$ cat config.mk
export PLATFORM = sky130hd
export DESIGN_NAME = apu_irq_conditioner
export DESIGN_NICKNAME = d
export VERILOG_FILES = /design/src/rtl/apu_irq_conditioner.sv
export SDC_FILE = /design/constraint.sdc
export NUM_CORES = 1
export LEC_CHECK = 0
export BUFFER_PORTS_ARGS = -buffer_cell sky130_fd_sc_hd__buf_4
export CAP_MARGIN = 10
export CORE_ASPECT_RATIO = 0.8
export CORE_UTILIZATION = 51
export CTS_CLUSTER_DIAMETER = 120
export CTS_CLUSTER_SIZE = 24
export DETAILED_ROUTE_END_ITERATION = 16
export GPL_TIMING_DRIVEN = 0
export PLACE_DENSITY = 0.82
export SLEW_MARGIN = 20
export SYNTH_ARGS = -nofsm -noshare
export SYNTH_HDL_FRONTEND = slang
export SYNTH_SLANG_ARGS = --single-unit
$ cat constraint.sdc
create_clock -name i_clk -period 1.1 [get_ports i_clk]
set_clock_uncertainty 0.05 [all_clocks]
set_input_delay 0.165 -clock i_clk [delete_from_list [all_inputs] [get_ports i_clk]]
set_output_delay 0.165 -clock i_clk [all_outputs]
set_load 0.02 [all_outputs]
$ cat src/rtl/apu_irq_conditioner.sv
// Conditions raw APU interrupt sources into PLIC int_src levels/pulses; optional drop flags with APU_IRQ_COND_DROP_EN.
// Latency: SYNC_STAGES (async only) + max(FILTER_CYCLES,1) edges on level path, 1 edge on pulse path.
// No backpressure: a pulse source buffers one pending edge, further edges are dropped.
module apu_irq_conditioner #(
  parameter int               NUM_IRQ        = 63,
  parameter int               SYNC_STAGES    = 2,
  parameter int               FILTER_CYCLES  = 4,
  parameter int               STRETCH_CYCLES = 2,
  parameter logic [NUM_IRQ:1] ASYNC_MASK     = '0,
  parameter logic [NUM_IRQ:1] PULSE_MASK     = '0
) (
  input  logic               i_clk,
  input  logic               i_rst_n,
  input  logic [NUM_IRQ:1]   i_irq_raw,
  input  logic [NUM_IRQ:1]   i_irq_enable,
  output logic [NUM_IRQ:1]   o_irq
`ifdef APU_IRQ_COND_DROP_EN
  ,
  output logic [NUM_IRQ:1]   o_drop_sticky,
  input  logic [NUM_IRQ:1]   i_drop_clear
`endif
);

  localparam logic [1:0] ST_IDLE    = 2'd0;
  localparam logic [1:0] ST_STRETCH = 2'd1;
  localparam logic [1:0] ST_GAP     = 2'd2;

  localparam int SW = (STRETCH_CYCLES > 1) ? $clog2(STRETCH_CYCLES) : 1;

  for (genvar g = 1; g <= NUM_IRQ; g++) begin : g_src
    logic samp;

    if (ASYNC_MASK[g]) begin : g_sync
      logic [SYNC_STAGES-1:0] chain;
      always_ff @(posedge i_clk or negedge i_rst_n) begin
        if (!i_rst_n) chain <= '0;
        else          chain <= {chain[SYNC_STAGES-2:0], i_irq_raw[g]};
      end
      assign samp = chain[SYNC_STAGES-1] & i_irq_enable[g];
    end else begin : g_direct
      assign samp = i_irq_raw[g] & i_irq_enable[g];
    end

    if (!PULSE_MASK[g]) begin : g_level
      logic irq_q;
      assign o_irq[g] = irq_q;

      if (FILTER_CYCLES == 0) begin : g_nofilt
        always_ff @(posedge i_clk or negedge i_rst_n) begin
          if (!i_rst_n) irq_q <= 1'b0;
          else          irq_q <= samp;
        end
      end else begin : g_filt
        localparam int CW = $clog2(FILTER_CYCLES + 1);
        logic [CW-1:0] cnt;
        always_ff @(posedge i_clk or negedge i_rst_n) begin
          if (!i_rst_n) begin
            cnt   <= '0;
            irq_q <= 1'b0;
          end else if (!i_irq_enable[g]) begin
            cnt   <= '0;
            irq_q <= 1'b0;
          end else if (samp == irq_q) begin
            cnt <= '0;
          end else if (cnt == CW'(FILTER_CYCLES - 1)) begin
            cnt   <= '0;
            irq_q <= samp;
          end else begin
            cnt <= cnt + 1'b1;
          end
        end
      end

`ifdef APU_IRQ_COND_DROP_EN
      logic unused_clr;
      assign unused_clr       = i_drop_clear[g];
      assign o_drop_sticky[g] = 1'b0;
`endif
    end else begin : g_pulse
      logic          s_q;
      logic          pend;
      logic          irq_q;
      logic [1:0]    state;
      logic [SW-1:0] scnt;
      logic          rise;
      logic          drop;

      assign rise     = samp & ~s_q;
      // A rise finding the single pending slot already full is lost, in any state.
      assign drop     = rise & pend;
      assign o_irq[g] = irq_q;

      always_ff @(posedge i_clk or negedge i_rst_n) begin
        if (!i_rst_n) begin
          s_q   <= 1'b0;
          pend  <= 1'b0;
          irq_q <= 1'b0;
          state <= ST_IDLE;
          scnt  <= '0;
        end else begin
          s_q <= samp;
          if (!i_irq_enable[g]) begin
            pend  <= 1'b0;
            irq_q <= 1'b0;
            state <= ST_IDLE;
            scnt  <= '0;
          end else begin
            case (state)
              ST_IDLE: begin
                if (rise) begin
                  state <= ST_STRETCH;
                  irq_q <= 1'b1;
                  scnt  <= SW'(STRETCH_CYCLES - 1);
                end
              end
              ST_STRETCH: begin
                if (scnt == '0) begin
                  state <= ST_GAP;
                  irq_q <= 1'b0;
                end else begin
                  scnt <= scnt - 1'b1;
                end
                if (rise) pend <= 1'b1;
              end
              ST_GAP: begin
                // One low cycle so the PLIC gateway sees a fresh rising edge.
                if (pend || rise) begin
                  state <= ST_STRETCH;
                  irq_q <= 1'b1;
                  scnt  <= SW'(STRETCH_CYCLES - 1);
                  pend  <= 1'b0;
                end else begin
                  state <= ST_IDLE;
                end
              end
              default: begin
                state <= ST_IDLE;
                irq_q <= 1'b0;
              end
            endcase
          end
        end
      end

`ifdef APU_IRQ_COND_DROP_EN
      logic sticky_q;
      always_ff @(posedge i_clk or negedge i_rst_n) begin
        if (!i_rst_n) sticky_q <= 1'b0;
        else          sticky_q <= (sticky_q & ~i_drop_clear[g]) | drop;
      end
      assign o_drop_sticky[g] = sticky_q;
`else
      logic unused_drop;
      assign unused_drop = drop;
`endif
    end
  end

endmodule

; ---- After elaboration in Yosys (flattened, before gate mapping)
; Cells that the tools add are included.
[totals]
ff_bits = 252
out_inout_bits = 63
word_cells = 945
in_bits = 128
[classes]
n_addsub = 63
n_eq_ne = 252
n_bitwise = 63
mux = 378
n_reduce_logical = 63
[ops]
columns = cell, n
row1 = 3-bit 2-to-1 mux, 189
row2 = 3-bit by 1-bit adder with 3-bit output (second input constant), 63
row3 = 3-bit by 2-bit == test with 1-bit output (second input constant), 63
row4 = 1-bit 2-to-1 mux, 189
row5 = 2-bit by 1-bit != test with 1-bit output (second input constant), 63
row6 = 2-bit != test (second input constant), 63
row7 = 2-bit AND reduction, 63
row8 = 1-bit AND, 63
row9 = 1-bit == test, 63

; ---- Depth between registers and ports, before layout
; Gate-level depths: netlist of the first run.
[depth]
depth_word = 4
depth_mapped = 3
ltp_nobuf = 3

; ---- Worst setup path before layout of the first run
; OpenSTA, ideal clock, no wires.
[synth_timing]
path_kind = reg2reg
from = reg g_src[10].g_level.g_filt.cnt[0]
to = reg g_src[10].g_level.g_filt.cnt[0]
setup_ns = 0.105
t_arrival_ns = 0.943
synth_period_minus_slack_ns = 1.098
t_required_ns = 0.945
path_stages_with_launch = 4
path_slack_ns = 0.002
path_buffers = 0
path_cell_list = dfrtp_1 -> ha_1 -> nor2b_1 -> nor4b_1
[synth_via]
elab_chain_len = 4
word_cells_on_any_way = 5
classes_between = 1 x add/sub / 1 x eq/ne / 3 x mux
[synth_rtl]
columns = item, line_no
row1 = "start, declared", 55  ; logic [CW-1:0] cnt;
row2 = "start signal, assigned", 69  ; cnt <= cnt + 1'b1;
row3 = 3-bit by 1-bit adder with 3-bit output / 3-bit by 2-bit == test with 1-bit output (equally long branches), "69, 65"
row4 = 3-bit 2-to-1 mux (*), 65  ; end else if (cnt == CW'(FILTER_CYCLES - 1)) begin
row5 = 3-bit 2-to-1 mux (*), 63  ; end else if (samp == irq_q) begin
row6 = 3-bit 2-to-1 mux (*), 60  ; end else if (!i_irq_enable[g]) begin
; Every way passes the cells marked *; elsewhere a longest branch is shown, timed or not.
; A chain may end at the register's enable or synchronous reset.

; ---- Worst setup path in the final report of the first run
[layout_timing]
from = reg g_src[55].g_level.irq_q
to = out o_irq[55] (netlist name)
[layout_lines]
columns = item, line_no
row1 = "start, declared", 45  ; logic irq_q;
row2 = "start signal, assigned", 67  ; irq_q <= samp;
row3 = "end, declared", 16  ; output logic [NUM_IRQ:1] o_irq
; No word-level cell between the ends.

==> metrics.yaml, run 1 <==
start_util: 0.530
synth_cells: 945
grt_pass1_wl_um: 56700
wl_per_cell_um: 26.6
syn_avg_cell_area_um2: 12.3
slew_headroom: 0.634
hp-class: "in -> async"
drc_errors: 0
fin_crit_ns: 1.45
hold_violations: 68
htreeDepth: 1
cellPowerDensity_nw_per_um2: 949
critPathLaunchType: "register"
setup_tns_ns: -34.33
yosysSeqAreaShare: 0.543
drive_above_1_share: 0.566
synth_area_leaders: "dfrtp_1 54%, and4bb_2 6.8%, ha_1 6.8%"
cts_buffer_depth: 3
dieArea_um2: 23400
grt_max_degree: 101
rows: 48
violations: "hold timing, setup timing"
synth-async-reset-ratio: 1.00
cp_max_fo: 2
grt_antenna_before_repair: 0
grt_pass1_vias: 10500
gp_congestion: 0.752
period_share: 1.31
p_leak_nw: 8.99
status: "complete, but fails checks"
synth_nets: 1136
cp.arrival_ns: 1.23
io_pins: 191
syn_to_final_growth_pct: 71.9
die_x_um: 171
routed_via_density: 5.89
yosysWarningCount: 0
worstMarginPinSlew_ns: 0.550
irDropWorstVdd_uv: 1070
grt_remaining_overflow: 0
cts_root_buf: "clkbuf_16"
synthesis.area_um2: 11600
worstPathRequired_ns: 0.88
num_antenna_cells: 0
rsz0062_at_grt: "yes"
drv_slew: 0
coreArea_um2: 21900
setup_viol: 274
synthMostInstantiatedCell: "dfrtp_1"
synth.largest_area_cell: "dfrtp_1"
hold_slack_ns: -0.465
grt_usage: 0.315
crit_path_start: "g_src[55].g_level.irq_q$_DFFE_PN0P_"
rrSetupSlack_ns: -0.21
drv_cap: 0
synth_top_cell_area_share: 0.543
clk_pin_slew_ns: 0.11
die_h_um: 137
nNetsFinal: 1659
io_buffers: 190
wl_um: 47000
cts_hold_buffers: 126
fill_cells: 667
worstRegToRegCells: 3
cts_tree: "built"
regToRegEndpoint: "g_src[6].g_level.g_filt.cnt[0]$_DFF_PN0_"
clk-insertion-delay-late_ns: 0.49
synth-seq-cells: 252
netlist-cell-type-count: 12
worst_slack_ns: -0.346
end_kind: "primary output"
synth_edf_count: 0
clock-sinks: 252
fmax_mhz: 691
first_pass_iters: 5
synth_common_cells: "252 x dfrtp_1, 189 x nand2_1"
hpwl_um: 14900
drtAntennaViolNets: 0
place_ws_ns: -0.182
critical_path_class: "reg -> out"
drtIter0Drc: 809
yosys_most_used_dff: "dfrtp_1"
cts_buffers: 14
reg2reg_from: "g_src[6].g_level.g_filt.cnt[0]$_DFF_PN0_"
dr_total_vias: 10400
-- worst max-delay path, stage by stage, from the launching register on --
cell and delay, ns:
dfrtp_1 0.47, buf_6 0.15, buf_6 0.12
-- cell type report --
cell class / count / area (um^2) / share of cell area
clock buffer: 15 / 375 / 0.0188
tap: 300 / 375 / 0.0188
multi-input combinational: 630 / 7490 / 0.375
sequential: 252 / 6310 / 0.316
clock inverter: 1 / 16.3 / 0.000815
timing repair buffer: 508 / 4710 / 0.236
buffer: 62 / 698 / 0.0350
-- cells in the final DEF, fill, tap and decap left out --
master / n
mux2i_1: 58
nor4b_2: 43
nor2b_4: 63
and4bb_2: 63
nor3_4: 6
nor4b_4: 20
dlygate4sd3_1: 126
mux2i_2: 4
dfrtp_1: 249
nor3_2: 27
nand2_2: 3
nor2_4: 4
nand2_1: 181
nor2_1: 13
clkinv_8: 1
mux2i_4: 1
buf_6: 203
buf_8: 1
buf_16: 2
nor2_2: 3
xnor2_2: 2
ha_2: 52
nor3_1: 10
ha_4: 11
clkbuf_16: 15
xnor2_4: 61
nand2_4: 5
buf_4: 238
dfrtp_2: 3
-- report_power, final --
group / leakage (nW) / internal (mW) / total, mW / switching (mW)
combinational: 5.35 / 1.83 / 3.44 / 1.61
clock: 0.192 / 2.49 / 5.82 / 3.33
sequential: 3.45 / 9.50 / 9.69 / 0.197
-- what timing repair did --
action | CTS | global route
resized for setup | 490 | 186
pin swaps | 162 | 185
endpoints found under the setup margin | 233 | 289
buffers inserted | 129 | 90
endpoints found under the hold margin | 307 | 55
-- per-stage QoR --
step	instance area (um^2)	power (mW)	cells	utilization
finish	20000	18.9	1768	0.911
global route	20000	19.4	1768	0.911
detailed placement	13500	11.4	1437	0.615
CTS	18600	17.9	1706	0.849
floorplan	11600	10.4	945	-
global placement	13400	11.2	1435	0.612
-- how the worst max path moves through the flow --
stage | end | slack (ns) | cells past startpoint
after detailed placement | g_src[15].g_level.g_filt.cnt[0]$_DFF_PN0_ | -0.18 | 3
after global routing | o_irq[35] | -0.36 | 2
after CTS | o_irq[51] | -0.30 | 2
final | o_irq[55] | -0.35 | 2
after global placement | g_src[17].g_level.g_filt.cnt[1]$_DFF_PN0_ | -2.23 | 1
after floorplan | g_src[10].g_level.g_filt.cnt[0]$_DFF_PN0_ | 0.002 | 3
-- metal layers --
layer | part of all wire | wire (um) | vias to the layer above | global-route usage
met2 | 0.52 | 24700 | 592 | 0.578
met4 | 0.051 | 2390 | 0 | 0.128
met5 | 0 | 0 | - | 0
met1 | 0.36 | 17000 | 5345 | 0.369
li1 | - | - | 4281 | -
met3 | 0.063 | 2950 | 202 | 0.0483
-- sequential cells by signal, summed over array words and instances (netlist names) --
signal	count
g_src.g_level.g_filt.cnt	189
g_src.g_level.irq_q	63
-- kinds of logic after synthesis --
group,after synthesis,share of synthesized area
flip-flops,252,0.543
XOR/XNOR,63,0.0475
buffers and inverters,63,0.0407
AND/OR/NAND/NOR,441,0.247
adder cells (fa/ha/maj),63,0.0679
multiplexers,63,0.0543
No activity file was read; power rests on OpenSTA's default activity.
==> inputs of run 2 (changes only) <==
--- a/config.mk
+++ b/config.mk
@@ -8,12 +8,13 @@
 export BUFFER_PORTS_ARGS = -buffer_cell sky130_fd_sc_hd__buf_4
 export CAP_MARGIN = 10
 export CORE_ASPECT_RATIO = 0.8
-export CORE_UTILIZATION = 51
+export CORE_UTILIZATION = 53
+export CTS_BUF_LIST = sky130_fd_sc_hd__clkbuf_4 sky130_fd_sc_hd__clkbuf_8
 export CTS_CLUSTER_DIAMETER = 120
 export CTS_CLUSTER_SIZE = 24
 export DETAILED_ROUTE_END_ITERATION = 16
 export GPL_TIMING_DRIVEN = 0
-export PLACE_DENSITY = 0.82
+export PLACE_DENSITY = 0.85
 export SLEW_MARGIN = 20
 export SYNTH_ARGS = -nofsm -noshare
 export SYNTH_HDL_FRONTEND = slang
==> run 2 against run 1 <==
  * The run still ends with hold timing, setup timing left
  * Via count grew 3.8%
  * Highest routed layer is now met5
  * Critical path depth is the same
  * First-iteration DRC count grew 13%
  * Global-route usage grew 1.9 points
  * Sequential power is essentially flat
  * Register-to-register slack lost 0.16 ns
  * Design area grew 0.35%
  * Sequential cell count is the same
  * Core utilization grew 2.1 points
  * Wire length grew 3.9%
  * Sequential share of layout area shrank 0.11 points
  * Non-clock buffer count grew 27
==> metrics.yaml, run 2 (same netlist as run 1, synthesis figures left out) <==
status: "complete, but fails checks"  # unchanged
violations: "hold timing, setup timing"  # unchanged
grt_max_degree: 101  # unchanged
drtAntennaViolNets: 0  # unchanged
worst_slack_ns: -0.414  # was -0.346 ns
grt_util_met2: 0.623  # was 0.578
worstPathRequired_ns: 0.88  # about the same
start_util: 0.540  # was 0.530
io_pins: 191  # unchanged
irDropWorstVdd_uv: 764  # was 1070 uV
hold_violations: 99  # was 68
grt_busiest_layer: "met2"  # unchanged
cts_buffers: 14  # unchanged
reg_top3: "g_src.g_level.g_filt.cnt: 189 flops, g_src.g_level.irq_q: 63 flops"  # unchanged
cts_hold_buffers: 126  # unchanged
syn_to_final_growth_pct: 72.5  # was 71.9%
setup_viol: 280  # was 274
htreeDepth: 1  # unchanged
nNetsFinal: 1686  # was 1,659
cp.arrival_ns: 1.30  # was 1.23 ns
worstMarginPinSlew_ns: 0.570  # was 0.550 ns
rsz0062_at_grt: "yes"  # unchanged
drive_above_1_share: 0.577  # was 0.566
largest_reg_flops: 189  # unchanged
rows: 48  # unchanged
mostFrequentLayoutCells: "269 x buf_4, 249 x dfrtp_1, 198 x buf_6"  # was 249 x dfrtp_1, 238 x buf_4, 203 x buf_6
grt_pass1_wl_um: 58400  # was 56,700 um
drv_cap: 0  # unchanged
p_leak_nw: 9.07  # was 8.99 nW
drv_slew: 0  # unchanged
drtIter0Drc: 916  # was 809
first_pass_iters: 5  # unchanged
fmax_mhz: 660  # was 691 MHz
period_share: 1.38  # was 1.31
grtUsageMet1: 0.377  # was 0.369
fin_crit_ns: 1.51  # was 1.45 ns
hold_slack_ns: -0.514  # was -0.465 ns
fin_util: 0.932  # was 0.911
place_ws_ns: -0.239  # was -0.182 ns
cts_root_buf: "clkbuf_8"  # was clkbuf_16
postLayoutCellArea_um2: 20000  # about the same
final_common_cell: "buf_4"  # was dfrtp_1
grt_remaining_overflow: 0  # unchanged
coreArea_um2: 21500  # was 21,900 um^2
wl_um: 48900  # was 47,000 um
die_h_um: 134  # was 137 um
critical_path_class: "reg -> out"  # unchanged
hp-class: "in -> async"  # unchanged
die_x_um: 168  # was 171 um
fill_cells: 557  # was 667
cp_max_fo: 2  # unchanged
slew_headroom: 0.620  # was 0.634
critPathLaunchType: "register"  # unchanged
end_kind: "primary output"  # unchanged
dieArea_um2: 22500  # was 23,400 um^2
cellPowerDensity_nw_per_um2: 884  # was 949 nW/um^2
routed_via_density: 6.10  # was 5.89
clock-sinks: 252  # unchanged
dr_total_vias: 10800  # was 10.4k
clk-insertion-delay-late_ns: 0.54  # was 0.49 ns
grt_pass1_vias: 10900  # was 10.5k
drc_errors: 0  # unchanged
grt_usage: 0.334  # was 0.315
io_buffers: 190  # unchanged
clk_pin_slew_ns: 0.16  # was 0.11 ns
multi_input_area_um2: 7550  # was 7490 um^2
gp_congestion: 0.743  # was 0.752
grt_antenna_before_repair: 5  # was 0
cts_buffer_depth: 3  # unchanged
cts_tree: "built"  # unchanged
hpwl_um: 14800  # was 14,900 um
regArea_um2: 6310  # unchanged
wl_per_cell_um: 27.6  # was 26.6 um
regMostFlops: "g_src.g_level.g_filt.cnt"  # unchanged
dpl_cell_area_um2: 13400  # was 13,500 um^2
grt_util_met3: 0.0505  # was 0.0483
[run 2: cell count changes in the layout (fill, tap and decap cells not counted), moves of 4 or more]
| cell | change |
|---|---|
| ha_4 | +7 |
| clkbuf_8 | +15 |
| buf_4 | +31 |
| ha_2 | -7 |
| buf_6 | -5 |
| clkbuf_16 | -15 |
| nor3_1 | -4 |
[run 2: through the flow]
step	power [mW]	instances	TNS, ns
6_report	17.7	1773	-43.33
3_3_place_gp	11.2	1410	-555.31
2_1_floorplan	10.4	945	0
5_1_grt	18.1	1773	-50.59
3_5_place_dp	11.4	1412	-6.00
4_1_cts	16.4	1683	-23.67
[run 2: final timing paths]
kind	to	cells past startpoint	start	slack, ns
worst max-delay path	o_irq[41]	2	g_src[41].g_level.irq_q$_DFFE_PN0P_	-0.41
worst min-delay path	g_src[40].g_level.g_filt.cnt[2]$_DFF_PN0_	1	i_rst_n	-0.51
worst max register to register	g_src[36].g_level.irq_q$_DFFE_PN0P_	3	g_src[36].g_level.g_filt.cnt[0]$_DFF_PN0_	-0.37
worst min register to register	g_src[5].g_level.g_filt.cnt[0]$_DFF_PN0_	1	g_src[5].g_level.g_filt.cnt[0]$_DFF_PN0_	0.42
max in group asynchronous	g_src[4].g_level.irq_q$_DFFE_PN0P_	2	i_rst_n	0.56
min in group i_clk	g_src[1].g_level.g_filt.cnt[1]$_DFF_PN0_	4	i_irq_enable[1]	0.38
[run 2: repair_timing]
action / in CTS / in global routing
resized for setup: 497 / 180
setup endpoints to repair: 248 / 296
pin swaps: 156 / 178
hold endpoints to repair: 319 / 67
setup buffers: 130 / 110
[run 2: power by group]
part / switching [mW] / total, mW / internal [mW]
registers: 0.215 / 9.72 / 9.50
clock network: 3.20 / 4.48 / 1.28
logic: 1.64 / 3.52 / 1.88
[run 2: layout make-up]
cell class / count / share of cell area
buffer: 63 / 0.0354
tap: 275 / 0.0172
timing repair buffer: 534 / 0.244
antenna: 3 / 0.000375
multi-input combinational: 630 / 0.377
clock buffer: 15 / 0.0103
clock inverter: 1 / 0.000812
sequential: 252 / 0.315
[run 2: critical path, cell delays in order (launching register included)]
cell and delay [ns]:
dfrtp_1 0.48, buf_6 0.15, buf_6 0.12
[run 2: layer usage]
layer / wire [um] / share of wire
met5: 13 / 0.00027
met1: 16800 / 0.34
met4: 3100 / 0.064
met3: 3610 / 0.074
met2: 25400 / 0.52
==> inputs of run 3 (changes only) <==
--- a/config.mk
+++ b/config.mk
@@ -5,6 +5,7 @@
 export SDC_FILE = /design/constraint.sdc
 export NUM_CORES = 1
 export LEC_CHECK = 0
+export ABC_AREA = 1
 export BUFFER_PORTS_ARGS = -buffer_cell sky130_fd_sc_hd__buf_4
 export CAP_MARGIN = 10
 export CORE_ASPECT_RATIO = 0.8
@@ -14,7 +15,7 @@
 export CTS_CLUSTER_SIZE = 24
 export DETAILED_ROUTE_END_ITERATION = 16
 export GPL_TIMING_DRIVEN = 0
-export PLACE_DENSITY = 0.85
+export PLACE_DENSITY = 0.84
 export SLEW_MARGIN = 20
 export SYNTH_ARGS = -nofsm -noshare
 export SYNTH_HDL_FRONTEND = slang
==> run 3 against run 2 <==
  * The run still ends with hold timing, setup timing left
  * Power is 13% lower
  * Worst hold slack gained 0.038 ns
  * Largest cell class is now registers
  * Fmax grew 12%
  * Sequential share of layout area grew 6.8 points
  * Critical path depth is 1 lower
  * Synthesized cell count increased by 57%
  * Die area grew 6.9%
  * Combinational power shrank 47%
==> metrics.yaml, run 3 <==
status: "complete, but fails checks"  # unchanged
violations: "hold timing, setup timing"  # unchanged
synth_top_cell_area_share: 0.507  # was 0.543
cp_top_family: "flip-flops"  # unchanged
fin_crit_ns: 1.35  # was 1.51 ns
cts_buffer_depth: 3  # unchanged
start_util: 0.546  # was 0.540
clock-sinks: 252  # unchanged
drv_cap: 0  # unchanged
coreArea_um2: 22700  # was 21,500 um^2
yosys_most_used_dff: "dfrtp_1"  # unchanged
muxShareOfSynthArea: 0  # was 0.0543
period_share: 1.23  # was 1.38
numPlacedInstances: 1985  # was 1,412
synth_common_cells: "310 x nand2_1, 252 x dfrtp_1, 232 x nand3_1"  # was 252 x dfrtp_1, 189 x nand2_1
io_buffers: 190  # unchanged
htreeDepth: 1  # unchanged
synth_top_family_by_area: "simple AND/OR/NAND/NOR gates"  # unchanged
place_ws_ns: 0.00558  # was -0.239 ns
critPathLaunchType: "register"  # unchanged
grt_pass1_wl_um: 47600  # was 58,400 um
grt_pass1_vias: 10700  # was 10.9k
cts_tree: "built"  # unchanged
syn_avg_cell_area_um2: 8.36  # was 12.3 um^2
drive_above_1_share: 0.245  # was 0.577
fill_cells: 1500  # was 557
worstRegToRegCells: 4  # was 3
synthAdderAreaFrac: 0.0634  # was 0.0679
yosysWarningCount: 0  # unchanged
grt_antenna_before_repair: 0  # was 5
drv_slew: 0  # unchanged
synth_xor_xnor_area_share: 0  # was 0.0475
worst-path-buf-inv: 1  # was 2
synth_nets: 1678  # was 1,136
synth.largest_area_cell: "dfrtp_1"  # unchanged
num_antenna_cells: 0  # was 3
irDropWorstVdd_uv: 1200  # was 764 uV
end_kind: "primary output"  # unchanged
final_common_cell: "nand2_1"  # was buf_4
synth-simple-area-share: 0.334  # was 0.247
dr_total_vias: 11200  # was 10.8k
synth_compound_area_frac: 0  # unchanged
rows: 49  # was 48
routed_via_density: 5.19  # was 6.10
die_x_um: 173  # was 168 um
setup_viol: 69  # was 280
grt_usage: 0.234  # was 0.334
drtIter0Drc: 721  # was 916
wl_per_cell_um: 14.2  # was 27.6 um
cts_hold_buffers: 126  # unchanged
netlist-cell-type-count: 10  # was 12
synth-seq-cells: 252  # unchanged
mostFrequentLayoutCells: "273 x nand2_1, 251 x dfrtp_1, 225 x nand3_1"  # was 269 x buf_4, 249 x dfrtp_1, 198 x buf_6
synth_cells: 1487  # was 945
drt-met1-wl_um: 12300  # was 16,800 um
regMostFlops: "g_src.g_level.g_filt.cnt"  # unchanged
die_h_um: 139  # was 134 um
io_pins: 191  # unchanged
worstMarginPinSlew_ns: 0.539  # was 0.570 ns
worstPathRequired_ns: 0.88  # about the same
path_cells: "buf_6"  # was buf_6 -> buf_6
grt_remaining_overflow: 0  # unchanged
critical-path-max-stage-delay_ns: 0.47  # was 0.48 ns
reg2reg_from: "g_src[26].g_level.g_filt.cnt[0]$_DFF_PN0_"  # was g_src[36].g_level.g_filt.cnt[0]$_DFF_PN0_
synthesis.area_um2: 12400  # was 11,600 um^2
dpl_cell_area_um2: 14300  # was 13,400 um^2
critical_path_class: "reg -> out"  # unchanged
cts_buffers: 14  # unchanged
synth_edf_count: 0  # unchanged
wl_met3_um: 1550  # was 3610 um
rsz0062_at_grt: "yes"  # unchanged
dieArea_um2: 24100  # was 22,500 um^2
synthMostInstantiatedCell: "nand2_1"  # was dfrtp_1
hold_violations: 68  # was 99
fin_cells: 2152  # was 1,773
hp-class: "in -> async"  # unchanged
drtAntennaViolNets: 0  # unchanged
postLayoutCellArea_um2: 16500  # was 20,000 um^2
p_leak_nw: 8.25  # was 9.07 nW
cellPowerDensity_nw_per_um2: 934  # was 884 nW/um^2
grt_max_degree: 99  # was 101
hold_slack_ns: -0.475  # was -0.514 ns
gp_congestion: 0.822  # was 0.743
hpwl_um: 17400  # was 14,800 um
synth_area_leaders: "dfrtp_1 51%, nand2_1 9.4%, nand3_1 9.3%"  # was dfrtp_1 54%, and4bb_2 6.8%, ha_1 6.8%
slew_headroom: 0.641  # was 0.620
drc_errors: 0  # unchanged
synth-async-reset-ratio: 1.00  # unchanged
syn_to_final_growth_pct: 32.7  # was 72.5%
wl_um: 30500  # was 48,900 um
cp.arrival_ns: 1.14  # was 1.30 ns
fmax_mhz: 740  # was 660 MHz
slowest_stage: "dfrtp_2"  # was dfrtp_1
regToRegEndpoint: "g_src[26].g_level.g_filt.cnt[2]$_DFF_PN0_"  # was g_src[36].g_level.irq_q$_DFFE_PN0P_
rrSetupSlack_ns: -0.03  # was -0.37 ns
worst_slack_ns: -0.252  # was -0.414 ns
nNetsFinal: 2037  # was 1,686
yosysSeqAreaShare: 0.507  # was 0.543
highest_layer: "met4"  # was met5
largest_reg_flops: 189  # unchanged
cts_root_buf: "clkbuf_8"  # unchanged
cp_max_fo: 3  # was 2
clk_pin_slew_ns: 0.15  # was 0.16 ns
regArea_um2: 6310  # about the same
reg_top3: "g_src.g_level.g_filt.cnt: 189 flops, g_src.g_level.irq_q: 63 flops"  # unchanged
multi_input_area_um2: 5210  # was 7550 um^2
first_pass_iters: 6  # was 5
clk-insertion-delay-late_ns: 0.53  # was 0.54 ns
met2WireLength_um: 15700  # was 25,400 um
## run 3: cell count changes in the layout (fill, tap and decap cells not counted), moves of 38 or more
cell,change
nor2_1,+196
buf_4,-58
xnor2_4,-62
nand3_1,+225
nor2b_4,-63
ha_1,+38
mux2i_1,-57
and4bb_2,-63
nand4_1,+63
inv_1,+182
nand2_1,+95
nor4b_2,-46
buf_6,-132
nand2_2,+95
## run 3: timing repair
action | in CTS | in global routing
gates resized for setup | 65 | 99
pin swaps | 0 | 37
setup endpoints to repair | 63 | 141
hold endpoints to repair | 316 | 64
buffers inserted | 63 | 28
## run 3: power breakdown
part           switching, mW  internal [mW]  total (mW)
combinational          0.988          0.895        1.88
sequential            0.0706           9.38        9.45
clock                   2.80           1.28        4.07
## run 3: kinds of logic after synthesis
group / Yosys count
DFF: 252
buffers and inverters: 252
and+or+nand+nor: 920
adders and majority gates: 63
## run 3: how the worst max path moves through the flow
stage / start / end / slack (ns) / cells after the start
after global placement: i_rst_n / g_src[39].g_level.g_filt.cnt[2]$_DFF_PN0_ / -2.20 / 1
after floorplan: g_src[12].g_level.g_filt.cnt[0]$_DFF_PN0_ / g_src[12].g_level.g_filt.cnt[0]$_DFF_PN0_ / 0.18 / 4
final: g_src[18].g_level.irq_q$_DFFE_PN0P_ / o_irq[18] / -0.25 / 1
after detailed placement: i_rst_n / g_src[53].g_level.g_filt.cnt[0]$_DFF_PN0_ / 0.006 / 2
after CTS: g_src[18].g_level.irq_q$_DFFE_PN0P_ / o_irq[18] / -0.29 / 1
after global routing: g_src[18].g_level.irq_q$_DFFE_PN0P_ / o_irq[18] / -0.31 / 1
## run 3: per-stage QoR
| stage | TNS [ns] | util | power [mW] | hold WS, ns |
|---|---|---|---|---|
| after floorplan | 0 | - | 10.1 | -0.181 |
| after global placement | -548.34 | 0.626 | 10.9 | 0.380 |
| after detailed placement | 0 | 0.629 | 11.0 | 0.114 |
| after CTS | -14.16 | 0.705 | 15.4 | -0.480 |
| after global routing | -16.42 | 0.725 | 16.1 | -0.465 |
| final | -12.08 | 0.725 | 15.4 | -0.475 |
## run 3: routing by layer
metal	up-vias	global-route usage
met2	376	0.424
met3	91	0.0337
li1	5404	-
met4	0	0.0615
met1	5298	0.293
met5	-	0
## run 3: layout make-up
cell class,instances,share of cell area
clock buffers,15,0.0125
clock inverters,1,0.000986
inverters,189,0.0430
multi-input cells,983,0.316
flip-flops and latches,252,0.382
well taps,306,0.0232
repair buffers,406,0.222
